## config.mk

```make
export PLATFORM = sky130hd
export DESIGN_NAME = peri_gpio_axi_slave_flat
export DESIGN_NICKNAME = d
export VERILOG_FILES = /design/src/rtl/peri_gpio_axi_slave_if.sv /design/src/rtl/peri_gpio_axi_slave.sv /design/src/flat_wrapper.sv
export SDC_FILE = /design/constraint.sdc
export NUM_CORES = 1
export LEC_CHECK = 0
export CELL_PAD_IN_SITES_DETAIL_PLACEMENT = 0
export CELL_PAD_IN_SITES_GLOBAL_PLACEMENT = 1
export CORE_ASPECT_RATIO = 1.5
export CORE_UTILIZATION = 29
export CTS_CLUSTER_DIAMETER = 30
export DETAILED_ROUTE_END_ITERATION = 10
export HOLD_SLACK_MARGIN = 0.06
export PLACE_DENSITY_LB_ADDON = 0.12
export SETUP_SLACK_MARGIN = 0.02
export SLEW_MARGIN = 15
export SYNTH_ARGS = -nofsm -noshare
export SYNTH_HDL_FRONTEND = slang
export SYNTH_SLANG_ARGS = --single-unit
```

## constraint.sdc

```tcl
create_clock -name i_acr_clk -period 1.4 [get_ports i_acr_clk]
set_input_delay 0.28 -clock i_acr_clk [delete_from_list [all_inputs] [get_ports i_acr_clk]]
set_output_delay 0.28 -clock i_acr_clk [all_outputs]
set_load 0.01 [all_outputs]
```

## src/rtl/peri_gpio_axi_slave_if.sv

```systemverilog
// AXI4 channel bundle between the peripheral subsystem and the GPIO register slave.
// 64-bit data, one outstanding transaction per direction.
interface peri_gpio_axi_slave_if #(
  parameter int ID_W = 8
) ();
  logic [ID_W-1:0] awid;
  logic [31:0]     awaddr;
  logic [3:0]      awlen;
  logic [2:0]      awsize;
  logic [1:0]      awburst;
  logic            awvalid;
  logic            awready;
  logic [63:0]     wdata;
  logic [7:0]      wstrb;
  logic            wlast;
  logic            wvalid;
  logic            wready;
  logic [ID_W-1:0] bid;
  logic [1:0]      bresp;
  logic            bvalid;
  logic            bready;
  logic [ID_W-1:0] arid;
  logic [31:0]     araddr;
  logic [3:0]      arlen;
  logic [2:0]      arsize;
  logic [1:0]      arburst;
  logic            arvalid;
  logic            arready;
  logic [ID_W-1:0] rid;
  logic [63:0]     rdata;
  logic [1:0]      rresp;
  logic            rlast;
  logic            rvalid;
  logic            rready;

  modport slave (
    input  awid, awaddr, awlen, awsize, awburst, awvalid,
    input  wdata, wstrb, wlast, wvalid,
    input  bready,
    input  arid, araddr, arlen, arsize, arburst, arvalid,
    input  rready,
    output awready, wready, bid, bresp, bvalid,
    output arready, rid, rdata, rresp, rlast, rvalid
  );

  modport master (
    output awid, awaddr, awlen, awsize, awburst, awvalid,
    output wdata, wstrb, wlast, wvalid,
    output bready,
    output arid, araddr, arlen, arsize, arburst, arvalid,
    output rready,
    input  awready, wready, bid, bresp, bvalid,
    input  arready, rid, rdata, rresp, rlast, rvalid
  );
endinterface

```

## src/rtl/peri_gpio_axi_slave.sv

```systemverilog
// AXI4 slave with a four-register GPIO block: synchronized inputs, sticky W1C edge
// status, edge enable, scratch, and a registered level interrupt.
//
//   state  | meaning
//   W_IDLE | awready high, waiting for a write address
//   W_DATA | wready high, each beat applied on handshake until wlast
//   W_RESP | bvalid high, waiting for bready
//   R_IDLE | arready high, waiting for a read address
//   R_DATA | rvalid high with registered beat, advance on rready
module peri_gpio_axi_slave #(
  parameter int NUM_GPIO = 2,
  parameter int ID_W     = 8
) (
  input  logic                i_acr_clk,
  input  logic                i_acr_rst,
  input  logic [NUM_GPIO-1:0] i_gpio_in,
  output logic                o_irq,
  peri_gpio_axi_slave_if.slave s_axi
);
  typedef enum logic [1:0] {W_IDLE, W_DATA, W_RESP} wstate_t;
  typedef enum logic       {R_IDLE, R_DATA} rstate_t;

  logic [NUM_GPIO-1:0] r_sync1, r_sync2, r_sync_d, r_status, r_en;
  logic [63:0]         r_scratch;
  logic                r_irq;

  wstate_t         r_wstate;
  logic [ID_W-1:0] r_wid;
  logic [1:0]      r_woff, r_bresp;
  logic            r_wfixed, r_werr;

  rstate_t         r_rstate;
  logic [ID_W-1:0] r_rid;
  logic [1:0]      r_roff, r_rresp;
  logic            r_rfixed, r_rerr, r_rlast;
  logic [3:0]      r_rlen, r_rbeat;
  logic [63:0]     r_rdata;

  logic                w_aw_err, w_ar_err, w_wr_apply, w_rd_err;
  logic [NUM_GPIO-1:0] w_edge, w_st_clr;
  logic [1:0]          w_rd_off;
  logic [63:0]         w_rd_data;
  logic                w_unused;

  assign w_unused = ^{s_axi.awlen, s_axi.awsize, s_axi.arsize, s_axi.awaddr[31:12],
                      s_axi.awaddr[2:0], s_axi.araddr[31:12], s_axi.araddr[2:0]};

  assign w_aw_err   = (s_axi.awaddr[11:5] != 7'd0) | s_axi.awburst[1];
  assign w_ar_err   = (s_axi.araddr[11:5] != 7'd0) | s_axi.arburst[1];
  assign w_edge     = r_sync2 ^ r_sync_d;
  assign w_wr_apply = (r_wstate == W_DATA) & s_axi.wvalid & ~r_werr;
  assign w_st_clr   = (w_wr_apply && r_woff == 2'd1 && s_axi.wstrb[0])
                      ? s_axi.wdata[NUM_GPIO-1:0] : '0;

  // Offset and data of the beat about to be loaded: first beat from AR, else the next one.
  always_comb begin
    w_rd_off  = 2'd0;
    w_rd_err  = 1'b0;
    w_rd_data = '0;
    if (r_rstate == R_IDLE) begin
      w_rd_off = s_axi.araddr[4:3];
      w_rd_err = w_ar_err;
    end else begin
      w_rd_off = r_rfixed ? r_roff : r_roff + 2'd1;
      w_rd_err = r_rerr;
    end
    if (!w_rd_err) begin
      case (w_rd_off)
        2'd0:    w_rd_data = 64'(r_sync2);
        2'd1:    w_rd_data = 64'(r_status);
        2'd2:    w_rd_data = 64'(r_en);
        default: w_rd_data = r_scratch;
      endcase
    end
  end

  always_ff @(posedge i_acr_clk) begin
    if (i_acr_rst) begin
      r_sync1   <= '0;
      r_sync2   <= '0;
      r_sync_d  <= '0;
      r_status  <= '0;
      r_en      <= '0;
      r_scratch <= '0;
      r_irq     <= 1'b0;
    end else begin
      r_sync1  <= i_gpio_in;
      r_sync2  <= r_sync1;
      r_sync_d <= r_sync2;
      // A new edge beats a same-cycle clear.
      r_status <= (r_status & ~w_st_clr) | w_edge;
      r_irq    <= |(r_status & r_en);
      if (w_wr_apply && r_woff == 2'd2 && s_axi.wstrb[0])
        r_en <= s_axi.wdata[NUM_GPIO-1:0];
      if (w_wr_apply && r_woff == 2'd3) begin
        for (int i = 0; i < 8; i++)
          if (s_axi.wstrb[i]) r_scratch[8*i +: 8] <= s_axi.wdata[8*i +: 8];
      end
    end
  end

  always_ff @(posedge i_acr_clk) begin
    if (i_acr_rst) begin
      r_wstate <= W_IDLE;
      r_wid    <= '0;
      r_woff   <= 2'd0;
      r_wfixed <= 1'b0;
      r_werr   <= 1'b0;
      r_bresp  <= 2'b00;
    end else begin
      case (r_wstate)
        W_IDLE: if (s_axi.awvalid) begin
          r_wid    <= s_axi.awid;
          r_woff   <= s_axi.awaddr[4:3];
          r_wfixed <= (s_axi.awburst == 2'b00);
          r_werr   <= w_aw_err;
          r_wstate <= W_DATA;
        end
        W_DATA: if (s_axi.wvalid) begin
          if (!r_wfixed) r_woff <= r_woff + 2'd1;
          if (s_axi.wlast) begin
            r_bresp  <= r_werr ? 2'b10 : 2'b00;
            r_wstate <= W_RESP;
          end
        end
        default: if (s_axi.bready) r_wstate <= W_IDLE;
      endcase
    end
  end

  always_ff @(posedge i_acr_clk) begin
    if (i_acr_rst) begin
      r_rstate <= R_IDLE;
      r_rid    <= '0;
      r_roff   <= 2'd0;
      r_rfixed <= 1'b0;
      r_rerr   <= 1'b0;
      r_rlen   <= 4'd0;
      r_rbeat  <= 4'd0;
      r_rdata  <= '0;
      r_rresp  <= 2'b00;
      r_rlast  <= 1'b0;
    end else begin
      case (r_rstate)
        R_IDLE: if (s_axi.arvalid) begin
          r_rid    <= s_axi.arid;
          r_roff   <= w_rd_off;
          r_rfixed <= (s_axi.arburst == 2'b00);
          r_rerr   <= w_ar_err;
          r_rlen   <= s_axi.arlen;
          r_rbeat  <= 4'd0;
          r_rdata  <= w_rd_data;
          r_rresp  <= w_ar_err ? 2'b10 : 2'b00;
          r_rlast  <= (s_axi.arlen == 4'd0);
          r_rstate <= R_DATA;
        end
        default: if (s_axi.rready) begin
          if (r_rlast) begin
            r_rlast  <= 1'b0;
            r_rstate <= R_IDLE;
          end else begin
            r_rbeat <= r_rbeat + 4'd1;
            r_roff  <= w_rd_off;
            r_rdata <= w_rd_data;
            r_rlast <= ((r_rbeat + 4'd1) == r_rlen);
          end
        end
      endcase
    end
  end

  // Outputs are forced low for the whole cycle in which reset is asserted.
  assign s_axi.awready = ~i_acr_rst & (r_wstate == W_IDLE);
  assign s_axi.wready  = ~i_acr_rst & (r_wstate == W_DATA);
  assign s_axi.bvalid  = ~i_acr_rst & (r_wstate == W_RESP);
  assign s_axi.bid     = i_acr_rst ? '0 : r_wid;
  assign s_axi.bresp   = i_acr_rst ? 2'b00 : r_bresp;
  assign s_axi.arready = ~i_acr_rst & (r_rstate == R_IDLE);
  assign s_axi.rvalid  = ~i_acr_rst & (r_rstate == R_DATA);
  assign s_axi.rid     = i_acr_rst ? '0 : r_rid;
  assign s_axi.rdata   = i_acr_rst ? '0 : r_rdata;
  assign s_axi.rresp   = i_acr_rst ? 2'b00 : r_rresp;
  assign s_axi.rlast   = ~i_acr_rst & r_rlast;
  assign o_irq         = ~i_acr_rst & r_irq;
endmodule

```

## src/flat_wrapper.sv

```systemverilog
// flat-port wrapper written by rule: the top's interface ports become plain ports
module peri_gpio_axi_slave_flat 
#(
  parameter int NUM_GPIO = 2,
  parameter int ID_W     = 8
)
  (i_acr_clk, i_acr_rst, i_gpio_in, o_irq, s_axi_awid, s_axi_awaddr, s_axi_awlen, s_axi_awsize, s_axi_awburst, s_axi_awvalid, s_axi_wdata, s_axi_wstrb, s_axi_wlast, s_axi_wvalid, s_axi_bready, s_axi_arid, s_axi_araddr, s_axi_arlen, s_axi_arsize, s_axi_arburst, s_axi_arvalid, s_axi_rready, s_axi_awready, s_axi_wready, s_axi_bid, s_axi_bresp, s_axi_bvalid, s_axi_arready, s_axi_rid, s_axi_rdata, s_axi_rresp, s_axi_rlast, s_axi_rvalid);
  peri_gpio_axi_slave_if #(.ID_W(ID_W)) s_axi_i ();
  input  logic i_acr_clk;
  input  logic i_acr_rst;
  input  logic [NUM_GPIO-1:0] i_gpio_in;
  output logic o_irq;
  input wire logic [$bits(s_axi_i.awid)-1:0] s_axi_awid;
  input wire logic [$bits(s_axi_i.awaddr)-1:0] s_axi_awaddr;
  input wire logic [$bits(s_axi_i.awlen)-1:0] s_axi_awlen;
  input wire logic [$bits(s_axi_i.awsize)-1:0] s_axi_awsize;
  input wire logic [$bits(s_axi_i.awburst)-1:0] s_axi_awburst;
  input wire logic [$bits(s_axi_i.awvalid)-1:0] s_axi_awvalid;
  input wire logic [$bits(s_axi_i.wdata)-1:0] s_axi_wdata;
  input wire logic [$bits(s_axi_i.wstrb)-1:0] s_axi_wstrb;
  input wire logic [$bits(s_axi_i.wlast)-1:0] s_axi_wlast;
  input wire logic [$bits(s_axi_i.wvalid)-1:0] s_axi_wvalid;
  input wire logic [$bits(s_axi_i.bready)-1:0] s_axi_bready;
  input wire logic [$bits(s_axi_i.arid)-1:0] s_axi_arid;
  input wire logic [$bits(s_axi_i.araddr)-1:0] s_axi_araddr;
  input wire logic [$bits(s_axi_i.arlen)-1:0] s_axi_arlen;
  input wire logic [$bits(s_axi_i.arsize)-1:0] s_axi_arsize;
  input wire logic [$bits(s_axi_i.arburst)-1:0] s_axi_arburst;
  input wire logic [$bits(s_axi_i.arvalid)-1:0] s_axi_arvalid;
  input wire logic [$bits(s_axi_i.rready)-1:0] s_axi_rready;
  output wire logic [$bits(s_axi_i.awready)-1:0] s_axi_awready;
  output wire logic [$bits(s_axi_i.wready)-1:0] s_axi_wready;
  output wire logic [$bits(s_axi_i.bid)-1:0] s_axi_bid;
  output wire logic [$bits(s_axi_i.bresp)-1:0] s_axi_bresp;
  output wire logic [$bits(s_axi_i.bvalid)-1:0] s_axi_bvalid;
  output wire logic [$bits(s_axi_i.arready)-1:0] s_axi_arready;
  output wire logic [$bits(s_axi_i.rid)-1:0] s_axi_rid;
  output wire logic [$bits(s_axi_i.rdata)-1:0] s_axi_rdata;
  output wire logic [$bits(s_axi_i.rresp)-1:0] s_axi_rresp;
  output wire logic [$bits(s_axi_i.rlast)-1:0] s_axi_rlast;
  output wire logic [$bits(s_axi_i.rvalid)-1:0] s_axi_rvalid;
  assign s_axi_i.awid = s_axi_awid;
  assign s_axi_i.awaddr = s_axi_awaddr;
  assign s_axi_i.awlen = s_axi_awlen;
  assign s_axi_i.awsize = s_axi_awsize;
  assign s_axi_i.awburst = s_axi_awburst;
  assign s_axi_i.awvalid = s_axi_awvalid;
  assign s_axi_i.wdata = s_axi_wdata;
  assign s_axi_i.wstrb = s_axi_wstrb;
  assign s_axi_i.wlast = s_axi_wlast;
  assign s_axi_i.wvalid = s_axi_wvalid;
  assign s_axi_i.bready = s_axi_bready;
  assign s_axi_i.arid = s_axi_arid;
  assign s_axi_i.araddr = s_axi_araddr;
  assign s_axi_i.arlen = s_axi_arlen;
  assign s_axi_i.arsize = s_axi_arsize;
  assign s_axi_i.arburst = s_axi_arburst;
  assign s_axi_i.arvalid = s_axi_arvalid;
  assign s_axi_i.rready = s_axi_rready;
  assign s_axi_awready = s_axi_i.awready;
  assign s_axi_wready = s_axi_i.wready;
  assign s_axi_bid = s_axi_i.bid;
  assign s_axi_bresp = s_axi_i.bresp;
  assign s_axi_bvalid = s_axi_i.bvalid;
  assign s_axi_arready = s_axi_i.arready;
  assign s_axi_rid = s_axi_i.rid;
  assign s_axi_rdata = s_axi_i.rdata;
  assign s_axi_rresp = s_axi_i.rresp;
  assign s_axi_rlast = s_axi_i.rlast;
  assign s_axi_rvalid = s_axi_i.rvalid;
  peri_gpio_axi_slave #(.NUM_GPIO(NUM_GPIO), .ID_W(ID_W)) u_core (.i_acr_clk(i_acr_clk), .i_acr_rst(i_acr_rst), .i_gpio_in(i_gpio_in), .o_irq(o_irq), .s_axi(s_axi_i));
endmodule
```

==> summary.md <==
| Metric | Value |
|---|---|
| Gpl congestion | 0.807 |
| Worst vdd ir | 0.000807 V |
| Final Skew | between 8 and 9 ps |
| Critical path endpoint category | flop |
| Synth Flop Type | dfxtp_1 |
| Max_cap viols | 0 |
| Commonest non-fill, non-tap cell in the layout | dfxtp_1 |
| Total global routing overflow | 0 |
| Die extent in x | 129 µm |
| DIE AREA | 0.0250 mm² |
| Area growth syn-to-layout | 59.4% |
| # DRC | 0 |
| DR WL/cell | 15.2 µm |
| Final WL | 20.8 mm |
| Number of global-route vias before repair | 6609 |
| Cell count after synthesis | 716 |
| Seq cells post-synth | 176 |
| Seq/Total Area, Yosys | 0.499 |
| WS Path Type | reg -> reg |
| Min Clock Period, post-route | 1500 ps |
| Fmax | 665 MHz |
| First-pass GRT wire length | 32.7 mm |
| Number of synthesized flops with an enable pin | 0 |
| Router iterations before antenna repair | 4 |
| Core area | 0.0238 mm² |
| Vias | 6243 |
| Clock slew at reported path FFs | ~70 ps |
| I/O Buffers | 212 |
| Synth Warn # | 0 |
| RSZ-0062 raised after global routing | true |
| Crit path max fanout | 10 |
| CP startpoint kind | flop |
| DPL Wire Length | about 15 mm |
| Commonest non-fill, non-tap cells in the layout | dfxtp_1, clkdlybuf4s50_1, buf_4, nor2_1, buf_2 |
| Post-route ant nets | 0 |
| Register Area | between 0.003 and 0.004 mm² |
| Leak Pwr | 5.12 nW |
| Mean Syn Cell Area | 9.86 µm² |
| Max Buffers Root-to-Sink | 2 |
| Sink Count | 176 |
| CTS tree | done |
| Synth area leader | dfxtp_1 |
| Status | complete, but fails checks |
| Total Power | 0.0118 W |
| Area occupied by multi-input gates | roughly 0.0037 mm² |
| Final Core Density | 0.472 |
| Gr usage total | 0.170 |
| I/O pin count | 271 |
| Failing checks | setup timing |
| Pwr/cell area | 1050 mW/mm² |
| Htree depth | 4 |
| Fill cells | 2326 |
| Cts-stage hold buffer count | 0 |
| Ys async rst share | 0 |
| Synth top area share | 0.499 |
| Final layout net count | 1219 |
| Pin count of the biggest net entering global routing | 55 |
| Worst-Skew Late Latency | 430 ps |
| Post-route worst setup slack | -104 ps |
| Mapped cell area | slightly above 0.007 mm² |
| Initial core utilization | 0.296 |
| Arr. time, crit path | 1820 ps |
| Fin. Hold Viols | 0 |
| Synth top area cells | dfxtp_1, mux2i_1, nor2b_1, a22o_1, nor2_1 |
| Crit path required time | 1720 ps |
| Setup-failing EPs final | about 110 |
| Die H | 193 µm |
| Count of different cell masters after synthesis | 48 |
| Initial antenna violation count | 1 |
| Vias/cell | roughly 4.6 |
| Iteration-0 DRC Markers | about 190 |
| Row cnt | 69 |
| Clock Tree Root | clkbuf_16 |
| Slew Limit Fails | 0 |
| Final period utilization | 1.07 |
| Cts bufs inserted | 17 |
| Hold WC Path Type | in -> reg |
| Share of cells above drive strength 1 | 0.355 |
[worst paths after layout]
check             slack, ps                 end  cells past startpoint               from
setup / recovery       -100  u_core.r_rdata[50]                      5    u_core.r_rstate
hold / removal          210     u_core.r_rstate                      3          i_acr_rst
hold reg to reg         440   u_core.r_sync2[0]                      1  u_core.r_sync1[0]
setup reg to reg       -100  u_core.r_rdata[50]                      5    u_core.r_rstate
[per-layer routing]
| metal | wire length [µm] | up-vias | track usage |
|---|---|---|---|
| met5 | 0 | - | 0 |
| met4 | 440 | 0 | 0.0698 |
| met3 | 1070 | 26 | 0.0411 |
| met2 | 11000 | 175 | 0.314 |
| met1 | 8250 | 2925 | 0.184 |
| li1 | - | 3117 | - |
[through the flow]
stage | hold slack, ps | worst slack (ps) | TNS, ps | std cells | instance area, µm²
CTS | 200 | -114 | -6880 | 1361 | 11000
detailed placement | 440 | -642 | -91690 | 1324 | 10400
global placement | 419 | -594 | -86630 | 1324 | 10400
global route | 208 | -164 | -14180 | 1367 | 11300
floorplan | 408 | -33.8 | -271 | 717 | 7090
finish | 212 | -104 | -6480 | 1367 | 11300
[cell type report]
class	instances	share of cell area
flip-flops and latches	176	0.315
clock buffers	19	0.0393
repair buffers	348	0.263
diodes	1	0.000222
multi-input cells	489	0.328
clock inverters	12	0.0183
well taps	319	0.0355
inverters	3	0.00100
[sequential cells by signal, indices dropped and copies added, names as in the netlist]
register / cells
u_core.r_status: 2
u_core.r_bresp: 1
u_core.r_wstate: 2
u_core.r_wid: 8
u_core.r_en: 2
u_core.r_rbeat: 4
u_core.r_sync2: 2
u_core.r_werr: 1
u_core.r_rfixed: 1
u_core.r_rid: 8
u_core.r_irq: 1
u_core.r_sync1: 2
u_core.r_rresp: 1
u_core.r_rlen: 4
u_core.r_wfixed: 1
u_core.r_sync_d: 2
u_core.r_rstate: 1
u_core.r_rlast: 1
u_core.r_rdata: 64
u_core.r_woff: 2
u_core.r_roff: 2
u_core.r_scratch: 64
[where the power goes]
group	switching [W]	internal, W	total [W]
Sequential	0.0000646	0.00509	0.00516
Clock	0.00203	0.00323	0.00526
Combinational	0.000609	0.000745	0.00135
[cells by family after synthesis]
family                   synth area share
AND/OR/NAND/NOR                     0.216
flip-flops                          0.499
AO/OA/AOI/OAI                       0.128
multiplexers                       0.0992
buffers and inverters              0.0386
XOR/XNOR                           0.0112
adder cells (fa/ha/maj)           0.00709
other                            0.000531
[repair_timing]
action / CTS / global route
pin swaps: 10 / 13
cloned: 2 / 2
gates resized for setup: 461 / 52
buffers inserted: 4 / 3
endpoints found under the setup margin: 231 / 173
[worst max-delay path, cell delays in order (launching register included)]
cell	delay [ps]
dfxtp_4	390
and3b_1	190
a31o_1	190
and3_4	250
buf_12	170
a22o_1	190
[synthesized netlist by cell type (4+ instances only)]
cell and n:
a21oi_1 36, a22o_1 62, a32oi_1 5, and3b_1 4
buf_1 4, buf_2 11, buf_6 7, clkbuf_1 24
dfxtp_1 176, ha_1 4, mux2i_1 70, nand2_1 52
nand2b_1 5, nand3_4 7, nand4_1 4, nor2_1 90
nor2b_1 93, nor3_1 4, nor4_1 4, xnor2_1 5
xor2_1 4
Note: power is estimated with default switching activity, not from simulation.
